==> src/rtl/dma_pkg.sv <==
// Shared DMA descriptor definitions: field widths, channel count and the
// packed command descriptor stored in the command queue.
package dma_pkg;

  localparam int DMA_SIZE_W = 8;
  localparam int DMA_ADDR_W = 8;
  localparam int DMA_NUM_CH = 2;

  // One queued transfer request. Field order is {ch, src, dst, size}.
  typedef struct packed {
    logic                  ch;
    logic [DMA_ADDR_W-1:0] src;
    logic [DMA_ADDR_W-1:0] dst;
    logic [DMA_SIZE_W-1:0] size;
  } dma_desc_t;

  function automatic dma_desc_t dma_pack(
    input logic                  ch,
    input logic [DMA_ADDR_W-1:0] src,
    input logic [DMA_ADDR_W-1:0] dst,
    input logic [DMA_SIZE_W-1:0] size
  );
    dma_desc_t d;
    d.ch   = ch;
    d.src  = src;
    d.dst  = dst;
    d.size = size;
    return d;
  endfunction

endpackage

==> src/rtl/dma_cmd_fifo.sv <==
// Synchronous descriptor FIFO for the DMA command queue. DEPTH must be a
// power of two (>= 2) so the pointers wrap naturally. The head entry is
// presented combinationally on rdata; level counts stored entries.
module dma_cmd_fifo
  import dma_pkg::*;
#(
  parameter int DEPTH = 4
) (
  input  logic                     clk,
  input  logic                     rst,
  input  logic                     push,
  input  dma_desc_t                wdata,
  input  logic                     pop,
  output dma_desc_t                rdata,
  output logic [$clog2(DEPTH):0]   level
);

  localparam int PW = $clog2(DEPTH);
  localparam int LW = PW + 1;

  dma_desc_t        mem [DEPTH];
  logic [PW-1:0]    wr_ptr;
  logic [PW-1:0]    rd_ptr;
  logic             full;
  logic             empty;
  logic             do_push;
  logic             do_pop;

  assign full    = (level == LW'(DEPTH));
  assign empty   = (level == '0);
  assign do_push = push && !full;
  assign do_pop  = pop && !empty;
  assign rdata   = mem[rd_ptr];

  // Pointer and occupancy tracking; push and pop together leave level unchanged.
  always_ff @(posedge clk) begin
    if (rst) begin
      wr_ptr <= '0;
      rd_ptr <= '0;
      level  <= '0;
    end else begin
      if (do_push) wr_ptr <= wr_ptr + 1'b1;
      if (do_pop)  rd_ptr <= rd_ptr + 1'b1;
      case ({do_push, do_pop})
        2'b10:   level <= level + 1'b1;
        2'b01:   level <= level - 1'b1;
        default: level <= level;
      endcase
    end
  end

  // Storage array; contents need no reset because level gates every read.
  always_ff @(posedge clk) begin
    if (do_push) mem[wr_ptr] <= wdata;
  end

endmodule

==> src/rtl/dma_cmd_queue.sv <==
// DMA command queue: accepts descriptors, drops zero-size ones (counted in
// drop_cnt), and dispatches the FIFO head strictly in order to one of two
// DMA channels once that channel is idle. Busy clears on a rising edge of
// the channel's done input.
// Optional feature: define DMA_CMDQ_IRQ_EN to add the irq output, a
// one-cycle pulse when the queue has fully drained after activity.
// ADDR_WIDTH is expected to equal dma_pkg::DMA_ADDR_W (the descriptor
// field width).
module dma_cmd_queue
  import dma_pkg::*;
#(
  parameter int ADDR_WIDTH = DMA_ADDR_W,
  parameter int DEPTH      = 4
) (
  input  logic                    clk,
  input  logic                    rst,
  input  logic                    cmd_valid,
  output logic                    cmd_ready,
  input  logic                    cmd_ch,
  input  logic [ADDR_WIDTH-1:0]   cmd_src,
  input  logic [ADDR_WIDTH-1:0]   cmd_dst,
  input  logic [DMA_SIZE_W-1:0]   cmd_size,
  output logic                    ch0_start,
  output logic                    ch1_start,
  output logic [ADDR_WIDTH-1:0]   ch0_src,
  output logic [ADDR_WIDTH-1:0]   ch0_dst,
  output logic [ADDR_WIDTH-1:0]   ch1_src,
  output logic [ADDR_WIDTH-1:0]   ch1_dst,
  output logic [DMA_SIZE_W-1:0]   ch0_size,
  output logic [DMA_SIZE_W-1:0]   ch1_size,
  input  logic                    ch0_done,
  input  logic                    ch1_done,
  output logic [$clog2(DEPTH):0]  level,
  output logic [DMA_NUM_CH-1:0]   ch_busy,
  output logic [7:0]              drop_cnt
`ifdef DMA_CMDQ_IRQ_EN
  ,
  output logic                    irq
`endif
);

  localparam int LW = $clog2(DEPTH) + 1;

  logic                  accept;
  logic                  push;
  logic                  drop;
  logic                  pop;
  logic                  head_valid;
  dma_desc_t             wr_desc;
  dma_desc_t             head;
  logic [DMA_NUM_CH-1:0] done_in;
  logic [DMA_NUM_CH-1:0] done_q;
  logic [DMA_NUM_CH-1:0] done_rise;

  // Ready depends only on registered occupancy; no bypass when full.
  assign cmd_ready  = !rst && (level != LW'(DEPTH));
  assign accept     = cmd_valid && cmd_ready;
  assign push       = accept && (cmd_size != '0);
  assign drop       = accept && (cmd_size == '0);
  assign wr_desc    = dma_pack(cmd_ch, cmd_src, cmd_dst, cmd_size);

  // Head-of-line: only the head may go, and only if its channel is idle.
  assign head_valid = (level != '0);
  assign pop        = head_valid && !ch_busy[head.ch];

  // Done is edge-detected so a done held high does not re-clear busy later.
  assign done_in    = {ch1_done, ch0_done};
  assign done_rise  = done_in & ~done_q & ch_busy;

  dma_cmd_fifo #(
    .DEPTH (DEPTH)
  ) u_fifo (
    .clk   (clk),
    .rst   (rst),
    .push  (push),
    .wdata (wr_desc),
    .pop   (pop),
    .rdata (head),
    .level (level)
  );

  // Previous done levels for rising-edge detection.
  always_ff @(posedge clk) begin
    if (rst) done_q <= '0;
    else     done_q <= done_in;
  end

  // Dispatch: register the head descriptor into its channel and pulse start.
  always_ff @(posedge clk) begin
    if (rst) begin
      ch0_start <= 1'b0;
      ch1_start <= 1'b0;
      ch0_src   <= '0;
      ch0_dst   <= '0;
      ch0_size  <= '0;
      ch1_src   <= '0;
      ch1_dst   <= '0;
      ch1_size  <= '0;
    end else begin
      ch0_start <= 1'b0;
      ch1_start <= 1'b0;
      if (pop) begin
        if (head.ch == 1'b0) begin
          ch0_start <= 1'b1;
          ch0_src   <= head.src;
          ch0_dst   <= head.dst;
          ch0_size  <= head.size;
        end else begin
          ch1_start <= 1'b1;
          ch1_src   <= head.src;
          ch1_dst   <= head.dst;
          ch1_size  <= head.size;
        end
      end
    end
  end

  // Busy flags: set on dispatch, cleared on done rise. Set only happens when
  // idle and clear only when busy, so the two never collide.
  always_ff @(posedge clk) begin
    if (rst) begin
      ch_busy <= '0;
    end else begin
      for (int i = 0; i < DMA_NUM_CH; i++) begin
        if (pop && (int'(head.ch) == i)) ch_busy[i] <= 1'b1;
        else if (done_rise[i])           ch_busy[i] <= 1'b0;
      end
    end
  end

  // Zero-size commands are consumed but never stored; count them, saturating.
  always_ff @(posedge clk) begin
    if (rst)                              drop_cnt <= '0;
    else if (drop && (drop_cnt != 8'hFF)) drop_cnt <= drop_cnt + 1'b1;
  end

`ifdef DMA_CMDQ_IRQ_EN
  logic act_pend;
  logic idle;

  assign idle = (level == '0) && (ch_busy == '0);

  // Arm on every stored command; fire once when queue and channels are idle.
  always_ff @(posedge clk) begin
    if (rst) begin
      act_pend <= 1'b0;
      irq      <= 1'b0;
    end else begin
      irq <= 1'b0;
      if (push) begin
        act_pend <= 1'b1;
      end else if (idle && act_pend) begin
        irq      <= 1'b1;
        act_pend <= 1'b0;
      end
    end
  end
`endif

endmodule

==> config.mk <==
export PLATFORM = sky130hd
export DESIGN_NAME = dma_cmd_queue
export DESIGN_NICKNAME = d
export VERILOG_FILES = /design/src/rtl/dma_pkg.sv /design/src/rtl/dma_cmd_fifo.sv /design/src/rtl/dma_cmd_queue.sv
export SDC_FILE = /design/constraint.sdc
export NUM_CORES = 1
export LEC_CHECK = 0
export ABC_AREA = 1
export BUFFER_PORTS_ARGS = -buffer_cell sky130_fd_sc_hd__buf_2
export CAP_MARGIN = 40
export CORE_MARGIN = 1
export CORE_UTILIZATION = 35
export CTS_CLUSTER_SIZE = 14
export DETAILED_ROUTE_END_ITERATION = 8
export GPL_TIMING_DRIVEN = 0
export PLACE_DENSITY = 0.56
export SYNTH_ARGS = -nofsm -noshare
export SYNTH_HDL_FRONTEND = slang
export SYNTH_SLANG_ARGS = --single-unit
==> constraint.sdc <==
create_clock -name clk -period 2.2 [get_ports clk]
set_input_delay 0.11 -clock clk [delete_from_list [all_inputs] [get_ports clk]]
set_output_delay 0.11 -clock clk [all_outputs]
set_load 0.02 [all_outputs]
==> results_dict.tcl, run 1 <==
set metrics [dict create \
    status "complete, no violations" \
    leakage_nw 3.602 \
    routedWlPerCell_um 14.43 \
    cts.htree.levels 4 \
    crit_path_max_fanout 6 \
    dp.cells 1030 \
    yosysWarningCount 0 \
    tightest_slew_ps 834.0 \
    switching_share_pct 38.91 \
    die_y_um 140.6 \
    ys_seq_area_share_pct 65.77 \
    combPwrFrac_pct 36.9 \
    nFillCells 1833 \
    grt_pass1_vias 4614 \
    syn_nets 738 \
    synth_cells 701 \
    finalHoldViolations 0 \
    power_switching_mw 4.372 \
    clkSinkCount 171 \
    finalCriticalPeriod_ps 2109 \
    register_area_mm2 0.004429 \
    p_total_mw 11.24 \
    seq_power_share_pct 37.8 \
    multi_input_area_mm2 0.001922 \
    syn_avg_cell_area_um2 9.596 \
    worstPathRequired_ps 2500 \
    synth.area.top_cells "edfxtp_1 45%, dfxtp_1 21%, nor2_1 9.1%" \
    rsz0062_at_grt "yes" \
    cts_tree "built" \
    grt.total_usage_pct 16.76 \
    min_path_type "in2reg" \
    final_common_cell "nor2_1" \
    post_synth_num_cell_types 23 \
    areaGrowthSynthToFinish_pct 25.50 \
    synth.top_cell.area_share_pct 44.64 \
    critPathCaptureType "flip-flop" \
    cts_made_buffers 17 \
    path_class "reg2reg" \
    io_pins 94 \
    ys_ff_latch 171 \
    drv_slew 0 \
    wirelength_um 15700 \
    drt_iter0_markers 308 \
    hold_end "ch_busy[0]" \
    die_w_um 140.6 \
    worstReg2RegEnd "u_fifo.level[2]" \
    yosysTopAreaCell "edfxtp_1" \
    fin_cells 1088 \
    setup_violations 0 \
    min_delay_path_depth 2 \
    io_buffers 92 \
    peakVddDrop_mv 0.5251 \
    ant_nets 0 \
    timing.final.crit_share_pct 95.85 \
    drive_gt1_share_pct 18.62 \
    pwr-share-clk_pct 25.3 \
    fp.dieArea_mm2 0.01978 \
    start_kind "flip-flop" \
    routed_via_density 4.550 \
    power_density_mw_per_mm2 1331 \
    syn_area_mm2 0.006726 \
    vias 4950 \
    internal-power_mw 6.864 \
    cts_root_buf "clkbuf_16" \
    r2r_slack_ps 90 \
    post_cts_buffers 0 \
    overflow 0 \
    min-delay-start "rst" \
    num_rows 50 \
    grt_pass1_wl_um 24980 \
    skew_ps 8.683 \
    slew_headroom_pct 44.27 \
    coreArea_mm2 0.01877 \
    dp_hpwl_um 11030 \
    clk_path_buf_depth 2 \
    initial_core_util_pct 35.84 \
    clock_latency_ps 420 \
    antenna_cells 0 \
    path_clk_slew_ps 60 \
    place_congestion 0.7435 \
    drt_pass1_iterations 5 \
    fin_nets 879 \
    final_cell_mix "159 x nor2_1, 125 x nand2_1, 108 x buf_2, 100 x edfxtp_1" \
    drc_errors 0 \
    grt_antenna_before_repair 0 \
    grt_max_degree 26 \
    cp.arrival_ps 2410 \
    ff2ff_path_depth 14 \
    maxCapViolCount 0 \
    max_freq_mhz 474.2 \
]
power by group through the flow:
stage          clock network (mW)  logic, mW  registers, mW
2_1_floorplan                   0       2.25           4.74
3_3_place_gp                    0       4.05           4.31
3_5_place_dp                    0       4.11           4.31
4_1_cts                      2.90       4.18           4.25
5_1_grt                      3.04       4.67           4.30
6_report                     2.85       4.15           4.24
registers in the layout, summed over array words and instances, names as in the netlist, 3 cells and up, named ones only:
name	count
u_fifo.mem	100
ch0_dst	8
ch0_size	8
ch0_src	8
ch1_dst	8
ch1_size	8
ch1_src	8
drop_cnt	8
u_fifo.level	3
kinds of logic after synthesis:
family,Yosys count,synth area share (%)
buf+inv,108,6.324
simple gates,312,18.10
xor+xnor,5,0.6512
compound gates,98,7.738
flops,171,65.77
fa+ha+maj,7,1.414
final cells by class:
class / instances / share of cell area [%]
plain buffers: 32 / 1.660
clock buffers: 19 / 5.128
clock inverters: 12 / 1.497
inverters: 76 / 3.379
multi-input cells: 422 / 22.77
flip-flops and latches: 171 / 52.47
well taps: 234 / 3.468
repair buffers: 122 / 9.634
synth_stat cells:
cell / count
nand2_1: 125
clkbuf_1: 15
edfxtp_1: 100
nand3b_1: 1
o22ai_1: 24
nand3_2: 1
o21ai_1: 1
buf_2: 16
o21ai_0: 56
inv_2: 7
xor2_1: 3
inv_1: 69
nand2_2: 1
ha_1: 6
nor2_1: 163
xnor2_1: 2
nor2_2: 1
buf_1: 1
fa_1: 1
nand3_1: 15
a21oi_1: 17
dfxtp_1: 71
nand4_1: 5
metal layers:
metal,global-route usage (%),vias up,share of wire (%)
li1,-,2555,-
met1,23.52,2270,49
met2,26.18,116,46
met3,3.057,9,4.6
met4,5.549,0,0.78
met5,0,-,0
per-stage QoR:
stage | utilization [%] | setup WS [ps] | cell area (um^2) | hold slack, ps | setup TNS, ps
after floorplan | - | -277.9 | 6726 | 208.9 | -27790
after global placement | 39.85 | -1136 | 7480 | 327.4 | -105700
after detailed placement | 40.43 | -218.9 | 7587 | 328.2 | -218.9
after CTS | 44.93 | 10.58 | 8432 | 35.00 | 0
after global routing | 44.98 | -105.4 | 8442 | 53.84 | -1081
final | 44.98 | 91.32 | 8442 | 44.96 | 0
worst max-delay path, cell delays in order, from the launching register on:
cell and delay (ps):
dfxtp_2 360, inv_2 100, nand2_1 70, nand3_2 90, nand2_1 80, nand2_1 100, nand3_2 100, inv_1 80
ha_1 130, inv_1 60, fa_1 370, a21oi_1 140, o21ai_0 110, o21ai_1 140, a21oi_1 50
worst max path at each step:
stage,slack (ps),end,cells past startpoint,from
finish,90,u_fifo.level[2],14,flip-flop
global route,-110,u_fifo.level[2],14,flip-flop
CTS,10,u_fifo.mem[1][8],7,u_fifo.level[0]
detailed placement,-220,u_fifo.level[2],13,flip-flop
global placement,-1140,u_fifo.mem[3][22],6,u_fifo.level[0]
floorplan,-280,u_fifo.mem[0][0],6,u_fifo.level[0]
repair_timing:
action                                  CTS  global route
endpoints found under the hold margin   102             0
gates resized for setup                   5             3
pin swaps                                 0             0
endpoints found under the setup margin    1            40
hold buffers                             27             0
cloned                                    0             0
Note: power is estimated with default switching activity, not from simulation.
==> run 2: changes to the inputs <==
--- a/config.mk
+++ b/config.mk
@@ -9,11 +9,11 @@
 export BUFFER_PORTS_ARGS = -buffer_cell sky130_fd_sc_hd__buf_2
 export CAP_MARGIN = 40
 export CORE_MARGIN = 1
-export CORE_UTILIZATION = 35
+export CORE_UTILIZATION = 51
 export CTS_CLUSTER_SIZE = 14
 export DETAILED_ROUTE_END_ITERATION = 8
 export GPL_TIMING_DRIVEN = 0
-export PLACE_DENSITY = 0.56
+export PLACE_DENSITY = 0.72
 export SYNTH_ARGS = -nofsm -noshare
 export SYNTH_HDL_FRONTEND = slang
 export SYNTH_SLANG_ARGS = --single-unit
==> run 2 against run 1 <==
Effect of this change:
- core utilization grew 21 points
- first-iteration DRC count is 45% higher
- combinational power grew 2%
- sequential share of layout area up 0.47 points
- clock skew down 4.0 ps
==> results_dict.tcl, run 2 (synthesis results as in run 1) <==
set metrics [dict create \
    grt_max_degree 26 \
    wirelength_um 15680 \
    cts.htree.levels 4 \
    max_freq_mhz 490.8 \
    grt.total_usage_pct 24.01 \
    routed_via_density 5.059 \
    worst_path_largest_cell_delay_ps 690 \
    path_clk_slew_ps 60 \
    final_cell_mix "159 x nor2_1, 125 x nand2_1, 108 x buf_2, 100 x edfxtp_1" \
    register_area_mm2 0.004429 \
    ant_nets 0 \
    nFillCells 1019 \
    initial_core_util_pct 52.87 \
    place_congestion 0.7643 \
    fin_nets 880 \
    drive_gt1_share_pct 19.16 \
    finalHoldViolations 0 \
    rsz0062_at_grt "no" \
    dp_hpwl_um 10210 \
    largest_register_ffs 100 \
    num_rows 41 \
    cp.arrival_ps 2080 \
    tightest_slew_ps 885.9 \
    drc_errors 0 \
    fp.dieArea_mm2 0.01365 \
    setup_slack_ps 162.4 \
    die_y_um 116.8 \
    min_path_type "in2reg" \
    vias 5206 \
    critPathCaptureType "flip-flop" \
    routedWlPerCell_um 15.24 \
    worstPathRequired_ps 2250 \
    dp_slack_ps -224.9 \
    drv_slew 0 \
    multi_input_area_mm2 0.001938 \
    io_pins 94 \
    overflow 0 \
    clkSinkCount 171 \
    cts_made_buffers 17 \
    areaGrowthSynthToFinish_pct 24.39 \
    drt_pass1_iterations 5 \
    grt_antenna_before_repair 1 \
    maxCapViolCount 0 \
    start_kind "flip-flop" \
    leakage_nw 3.609 \
    finalCriticalPeriod_ps 2038 \
    path_class "reg2reg" \
    r2r_slack_ps 160 \
    cts_tree "built" \
    crit_path_max_fanout 25 \
    peakVddDrop_mv 0.6426 \
    die_w_um 116.8 \
    clock_latency_ps 420 \
    final_common_cell "nor2_1" \
    cts_root_buf "clkbuf_16" \
    top_register "u_fifo.mem" \
    drt_iter0_markers 446 \
    coreArea_mm2 0.01272 \
    crit_chain "inv_2 -> nand3_2 -> nand3_2 -> nor2_1 -> inv_2 -> nor2_4" \
    design_area_mm2 0.008367 \
    slew_headroom_pct 40.80 \
    critical_path.slowest_cell "nor2_4" \
    grt_pass1_wl_um 24070 \
    timing.final.crit_share_pct 92.62 \
    skew_ps 4.671 \
    hold_slack_ps 41.84 \
    power_density_mw_per_mm2 1363 \
    status "complete, no violations" \
    placed_area_mm2 0.007452 \
    grt_pass1_vias 4786 \
    setup_violations 0 \
    clk_path_buf_depth 2 \
    io_buffers 92 \
]
run 2: cell count changes in the layout (fill, tap and decap cells not counted), sizes merged:
cell	previous run	this run
clkbuf	34	33
buf	112	113
clkinvlp	6	5
diode	0	1
clkinv	4	6
bufinv	2	3
run 2: worst max-delay path: cells and delay by family (launching register included):
kind,cells,cell delay (ps)
DFF,1,390
and+or+nand+nor,4,1030
buffers and inverters,2,220
run 2: through the flow:
stage          utilization (%)  setup TNS (ps)  cells  power (mW)
2_1_floorplan                -          -27790    701       6.988
3_3_place_gp             58.18         -104180    965       8.199
3_5_place_dp             58.58          -224.9    966       8.329
5_1_grt                  65.77               0   1029       12.12
6_report                 65.77               0   1029       11.41
4_1_cts                  65.40               0   1025       11.34
run 2: where the power goes:
part	total, mW	switching [mW]	internal [mW]
sequential	4.24	0.304	3.94
combinational	4.23	2.92	1.31
clock	2.94	1.17	1.76
run 2: repair_timing:
action	4_1_cts	5_1_grt
setup endpoints to repair	1	76
pin swaps	0	2
setup buffers	0	3
cloned	0	0
endpoints found under the hold margin	102	0
resized for setup	5	7
hold buffers	27	0
run 2: final timing paths:
path	start	end	cells past startpoint
worst min register to register	u_fifo.rd_ptr[1]	flip-flop	2
worst max register to register	u_fifo.level[0]	u_fifo.mem[1][21]	6
worst min-delay path	rst	drop_cnt[1]	2
worst max-delay path	u_fifo.level[0]	u_fifo.mem[1][21]	6
run 2: layout make-up:
cell class	count	share of cell area [%]
Buffer	32	1.675
Multi-Input combinational cell	422	23.16
Sequential cell	171	52.94
Clock inverter	14	1.839
Antenna cell	1	0.02991
Clock buffer	18	5.129
Tap cell	172	2.572
Timing Repair Buffer	123	9.242
Inverter	76	3.410
run 2: metal layers:
metal,global-route usage (%),up-vias,wire length [um]
li1,-,2569,-
met1,32.41,2443,6957
met2,38.54,169,7465
met3,4.480,25,933
met4,9.958,0,325
met5,0,-,0
